## src/rtl/pc_trap_sel_pkg.sv

```systemverilog
`default_nettype none
// ============================================================================
//  Module   : pc_trap_sel_pkg
//  Brief    : Shared constants for the PC/trap selector and its encoder.
//  Revision : 1.0 - initial release
// ============================================================================
package pc_trap_sel_pkg;

  localparam int XLEN_DEFAULT = 32;

  localparam logic [0:0] ST_RUN     = 1'b0;
  localparam logic [0:0] ST_HANDLER = 1'b1;

  localparam logic [1:0] MTVEC_DIRECT   = 2'b00;
  localparam logic [1:0] MTVEC_VECTORED = 2'b01;

  // Cause index width; never narrower than one bit.
  function automatic int cause_w(input int n);
    return (n > 1) ? $clog2(n) : 1;
  endfunction

endpackage : pc_trap_sel_pkg
`default_nettype wire

```

## src/rtl/pc_trap_sel_irq_prio_enc.sv

```systemverilog
`default_nettype none
// ============================================================================
//  Module   : irq_prio_enc
//  Brief    : Combinational lowest-index-first priority encoder with valid.
//  Revision : 1.0 - initial release
// ============================================================================
module irq_prio_enc
  import pc_trap_sel_pkg::*;
#(
  parameter int NUM_IRQ = 4
) (
  input  logic [NUM_IRQ-1:0]          req,
  output logic [cause_w(NUM_IRQ)-1:0] idx,
  output logic                        valid
);

  localparam int CW = cause_w(NUM_IRQ);

  // Scan high to low so the lowest set index is written last and wins.
  always_comb begin
    idx   = '0;
    valid = |req;
    for (int i = NUM_IRQ - 1; i >= 0; i--) begin
      if (req[i]) idx = CW'(i);
    end
  end

endmodule : irq_prio_enc
`default_nettype wire

```

## src/rtl/pc_trap_sel.sv

```systemverilog
`default_nettype none
// ============================================================================
//  Module   : pc_trap_sel
//  Brief    : Architectural PC register with interrupt trap entry and mret.
//  Revision : 1.0 - initial release
// ============================================================================
module pc_trap_sel
  import pc_trap_sel_pkg::*;
#(
  parameter int              XLEN     = XLEN_DEFAULT,
  parameter int              NUM_IRQ  = 4,
  parameter logic [XLEN-1:0] RESET_PC = '0
) (
  input  logic                        I_clk,
  input  logic                        I_rst_n,
  input  logic                        I_stall,
  input  logic [NUM_IRQ-1:0]          I_irq,
  input  logic [NUM_IRQ-1:0]          I_irq_mask,
  input  logic                        I_irq_en,
  input  logic [XLEN-1:0]             I_mtvec,
  input  logic [XLEN-1:0]             I_mepc,
  input  logic                        I_mret,
  input  logic [XLEN-1:0]             I_data,
  output logic [XLEN-1:0]             O_data,
  output logic                        O_trap_taken,
  output logic [cause_w(NUM_IRQ)-1:0] O_cause,
  output logic [XLEN-1:0]             O_epc,
  output logic                        O_in_handler
);

  localparam int CW = cause_w(NUM_IRQ);

  logic [0:0]         r_state;
  logic [0:0]         w_state_nxt;
  logic [NUM_IRQ-1:0] r_pending;
  logic [NUM_IRQ-1:0] w_pend_cap;
  logic [NUM_IRQ-1:0] w_elig;
  logic [NUM_IRQ-1:0] w_clr;
  logic [CW-1:0]      w_sel;
  logic               w_sel_vld;
  logic               w_take;
  logic [XLEN-1:0]    w_base;
  logic [XLEN-1:0]    w_target;
  logic [XLEN-1:0]    w_pc_nxt;
  logic [XLEN-1:0]    r_pc;
  logic [XLEN-1:0]    r_epc;
  logic [CW-1:0]      r_cause;
  logic               r_trap_taken;

  // A request captured on this edge is already visible to arbitration,
  // so a one-cycle pulse is taken on the very next edge.
  assign w_pend_cap = r_pending | I_irq;
  assign w_elig     = w_pend_cap & I_irq_mask & {NUM_IRQ{I_irq_en}};

  irq_prio_enc #(
    .NUM_IRQ (NUM_IRQ)
  ) u_prio (
    .req   (w_elig),
    .idx   (w_sel),
    .valid (w_sel_vld)
  );

  assign w_take = !I_stall && (r_state == ST_RUN) && w_sel_vld;
  assign w_clr  = w_take ? (NUM_IRQ'(1) << w_sel) : '0;

  assign w_base   = {I_mtvec[XLEN-1:2], 2'b00};
  assign w_target = (I_mtvec[1:0] == MTVEC_VECTORED)
                  ? w_base + {{(XLEN-CW-2){1'b0}}, w_sel, 2'b00}
                  : w_base;

  // State register
  always_ff @(posedge I_clk or negedge I_rst_n) begin
    if (!I_rst_n) r_state <= ST_RUN;
    else          r_state <= w_state_nxt;
  end

  // Next-state and next-PC selection
  always_comb begin
    w_state_nxt = r_state;
    w_pc_nxt    = r_pc;
    if (!I_stall) begin
      w_pc_nxt = I_data;
      case (r_state)
        ST_RUN: begin
          if (w_sel_vld) begin
            w_pc_nxt    = w_target;
            w_state_nxt = ST_HANDLER;
          end
        end
        default: begin
          if (I_mret) begin
            w_pc_nxt    = I_mepc;
            w_state_nxt = ST_RUN;
          end
        end
      endcase
    end
  end

  // State-derived outputs
  always_comb begin
    O_in_handler = (r_state == ST_HANDLER);
  end

  always_ff @(posedge I_clk or negedge I_rst_n) begin
    if (!I_rst_n) begin
      r_pc         <= RESET_PC;
      r_pending    <= '0;
      r_epc        <= '0;
      r_cause      <= '0;
      r_trap_taken <= 1'b0;
    end else begin
      r_pc         <= w_pc_nxt;
      r_pending    <= w_pend_cap & ~w_clr;
      r_trap_taken <= w_take;
      if (w_take) begin
        r_epc   <= I_data;
        r_cause <= w_sel;
      end
    end
  end

  assign O_data       = r_pc;
  assign O_epc        = r_epc;
  assign O_cause      = r_cause;
  assign O_trap_taken = r_trap_taken;

endmodule : pc_trap_sel
`default_nettype wire

```

## config.mk

```make
export PLATFORM = sky130hd
export DESIGN_NAME = pc_trap_sel
export DESIGN_NICKNAME = d
export VERILOG_FILES = /design/src/rtl/pc_trap_sel_pkg.sv /design/src/rtl/pc_trap_sel_irq_prio_enc.sv /design/src/rtl/pc_trap_sel.sv
export SDC_FILE = /design/constraint.sdc
export NUM_CORES = 1
export LEC_CHECK = 0
export BUFFER_PORTS_ARGS = -buffer_cell sky130_fd_sc_hd__buf_2
export CAP_MARGIN = 30
export CORE_ASPECT_RATIO = 1.25
export CORE_MARGIN = 2
export CORE_UTILIZATION = 46
export CTS_BUF_LIST = sky130_fd_sc_hd__clkbuf_8
export DETAILED_ROUTE_END_ITERATION = 6
export PLACE_DENSITY = 0.8
export RECOVER_POWER = 25
export SETUP_SLACK_MARGIN = 0.05
export SLEW_MARGIN = 20
export SYNTH_ARGS = -nofsm -noshare
export SYNTH_HDL_FRONTEND = slang
export SYNTH_SLANG_ARGS = --single-unit
```

## constraint.sdc

```tcl
create_clock -name I_clk -period 2.9 [get_ports I_clk]
set_clock_uncertainty 0.1 [all_clocks]
set_input_delay 0.58 -clock I_clk [delete_from_list [all_inputs] [get_ports I_clk]]
set_output_delay 0.58 -clock I_clk [all_outputs]
set_load 0.01 [all_outputs]
```

==> impl_metrics.json <==
{
  "initial_utilization_pct": 47.53,
  "rsz0062_at_grt": "true",
  "status": "completed",
  "portBuffers": 176,
  "wl_met1_um": 5551,
  "syn_avg_cell_area_sq_um": 8.738,
  "synthDistinctLibCells": 59,
  "max-vdd-ir-drop_mv": 0.3283,
  "powerDensity_mw_per_mm2": 659.7,
  "ys_ff_latch": 72,
  "period_minus_slack_ps": 2882,
  "tightest_slew_ps": 860.3,
  "rows": 39,
  "holdCritPathClass": "input port to register",
  "path_clk_slew_ps": 80,
  "num_antenna_cells": 0,
  "area_growth_pct": 30.73,
  "drt-initial-drc-count": 223,
  "viasPerCell": 5.529,
  "slowest_stage": "or3b_4",
  "reg2reg_slack_ps": 20,
  "dp_hpwl_um": 9995,
  "nNetsFinal": 788,
  "grt_pass1_vias": 4486,
  "finalHoldViolations": 0,
  "top_layer_used": "met4",
  "cp.arrival_ps": 3020,
  "final_core_util_pct": 62.14,
  "slew_viol_final": 0,
  "cp_max_fo": 5,
  "gp_congestion": 0.8826,
  "route.detailed.drc": 0,
  "synth_nets": 611,
  "dr_wl_met2_um": 7016,
  "synthFlopType": "dfrtp_1",
  "cap_viol_max_count": 0,
  "leakage_nw": 2.849,
  "fp.dieW_um": 91.08,
  "setup_violations": 0,
  "wl_um": 13820,
  "netlist_area_sq_mm": 0.004360,
  "yosysSeqAreaShare_pct": 41.32,
  "crit_path_start": "r_pending[2]",
  "p_total_mw": 3.761,
  "yosysWarnings": 0,
  "async_flop_share_pct": 100.0,
  "min_period_over_period_pct": 99.39,
  "gr-total-overflow": 0,
  "clk_latency_ps": 360,
  "die_h_um": 112.9,
  "dr.pass1.iters": 4,
  "fillCellCount": 828,
  "critical_path_buf_inv_count": 1,
  "critPathCaptureType": "register",
  "min_from": "I_irq_mask[0]",
  "max_slew_margin_pct": 42.65,
  "place_inst": 785,
  "critPathKind": "register to register",
  "start_kind": "register",
  "dieArea_sq_mm": 0.01028,
  "tritoncts": "yes",
  "root_buffer": "clkbuf_8",
  "synth-edff-count": 0,
  "via_count": 4445,
  "final_cells": 804,
  "crit_chain": "o211ai_1 > nand2b_1 > a21boi_2 > ha_2 > inv_2 > fa_2 > or3b_4 > nor4_4 > nand4_1 > xor2_1 > o21ai_1",
  "cp_top_family": "simple AND/OR/NAND/NOR gates",
  "worst_path_largest_cell_delay_ps": 440,
  "setup_tns_ps": 0,
  "ios": 177,
  "drive_gt1_share_pct": 36.27,
  "r2r_start": "r_pending[2]",
  "antenna_found_initial": 0,
  "core_area_sq_mm": 0.009174,
  "grt_pass1_wl_um": 22270,
  "grt_usage_pct": 27.42,
  "max_freq_ghz": 0.3470,
  "cts.sink_count": 72,
  "grt_max_degree": 73,
  "crit_required_ps": 3030,
  "wl_per_cell_um": 17.19,
  "dr_wl_met3_um": 830,
  "ant_nets": 0,
  "clock_tree.buffer_depth": 2,
  "syn-instance-count": 499,
  "numCtsBuffers": 9,
  "cts_htree_levels": 3,
  "timing.hold.ws_ps": 311.2
}
state kept, by name, indices dropped and copies added, names as in the netlist:
signal	cells
O_data	32
O_trap_taken	1
O_epc	32
r_pending	4
O_in_handler	1
O_cause	2
kinds of logic (layout without fill, tap and decap cells):
group | after synthesis | in the layout | share of synthesized area (%)
simple gates | 216 | 216 | 23.93
compound gates | 108 | 108 | 16.59
flops | 72 | 72 | 41.32
buf+inv | 44 | 226 | 4.591
mux | 35 | 35 | 8.321
xor+xnor | 21 | 21 | 4.218
fa+ha+maj | 3 | 3 | 1.033
synth_stat cells, drive strengths merged (6+ instances only):
cell type / n / area share (%)
dfrtp: 72 / 41
xnor2: 9 / 1.8
nor2: 34 / 3.1
o21ai: 28 / 3.2
buf: 17 / 2.3
xor2: 12 / 2.4
inv: 12 / 1.0
clkbuf: 14 / 1.2
o211ai: 7 / 1.2
a21oi: 23 / 2.6
mux2: 10 / 2.6
mux2i: 25 / 5.7
nor4: 7 / 2.0
nand2: 127 / 11
a31oi: 13 / 1.9
nand3: 7 / 1.0
nor3: 6 / 0.69
a221o: 6 / 1.4
nand4: 14 / 2.4
a2bb2oi: 7 / 1.4
worst paths after layout:
check	endpoint	cells past startpoint
min in group asynchronous	r_pending[3]	2
hold / removal	r_pending[0]	2
setup reg to reg	O_data[20]	11
setup / recovery	O_data[20]	11
hold reg to reg	O_epc[16]	2
max in group asynchronous	O_epc[17]	3
worst reg2reg max path, stage by stage, from the launching register on:
cell,delay [ps]
dfrtp_1,400
o211ai_1,220
nand2b_1,100
a21boi_2,170
ha_2,210
inv_2,40
fa_2,310
or3b_4,440
nor4_4,320
nand4_1,190
xor2_1,180
o21ai_1,70
metal layers:
layer	GRT usage (%)	up-vias
met5	0	-
met4	13.74	0
met3	4.394	32
met2	47.31	179
met1	33.20	2106
li1	-	2128
placed cells by master, fill, tap and decap left out, drive strengths merged, types with 3 or more instances in the layout:
cell type,netlist,final
mux2i,25,25
and3,5,5
inv,12,12
xor2,12,12
nand2,127,127
nand4,14,14
buf,17,194
o221ai,3,3
dfrtp,72,72
a2bb2oi,7,7
a31o,3,3
clkinv,1,4
a221o,6,6
a31oi,13,13
bufinv,0,3
a21oi,23,23
o211ai,7,7
xnor2,9,9
and4,4,4
a311oi,3,3
nand3,7,7
nor4,7,7
nor2,34,34
mux2,10,10
clkbuf,14,11
o21ai,28,28
nor3,6,6
stage by stage:
step | area, sq um | worst slack, ps
floorplan | 4374 | -149.3
global placement | 5410 | -289.3
detailed placement | 5410 | -417.9
CTS | 5669 | 48.91
global route | 5700 | -98.50
finish | 5700 | 17.82
area by class of cell:
type | count | area, sq um | area share, %
clock buffers | 9 | 123.9 | 2.173
clock inverters | 7 | 120.1 | 2.107
inverters | 13 | 48.80 | 0.8560
multi-input cells | 383 | 2400 | 42.10
flip-flops and latches | 72 | 1802 | 31.61
well taps | 123 | 153.9 | 2.700
repair buffers | 197 | 1052 | 18.46
where the power goes:
part / switching, mW / total [mW] / internal [mW]
Sequential: 0.160 / 1.46 / 1.30
Combinational: 0.775 / 1.32 / 0.543
Clock: 0.411 / 0.984 / 0.572
repair_timing:
item	4_1_cts	5_1_grt
pin swaps	1	17
endpoints found under the setup margin	10	24
hold buffers	0	1
hold endpoints to repair	0	14
gates resized for setup	2	7
setup buffers	1	0
Note: power is estimated with default switching activity, not from simulation.
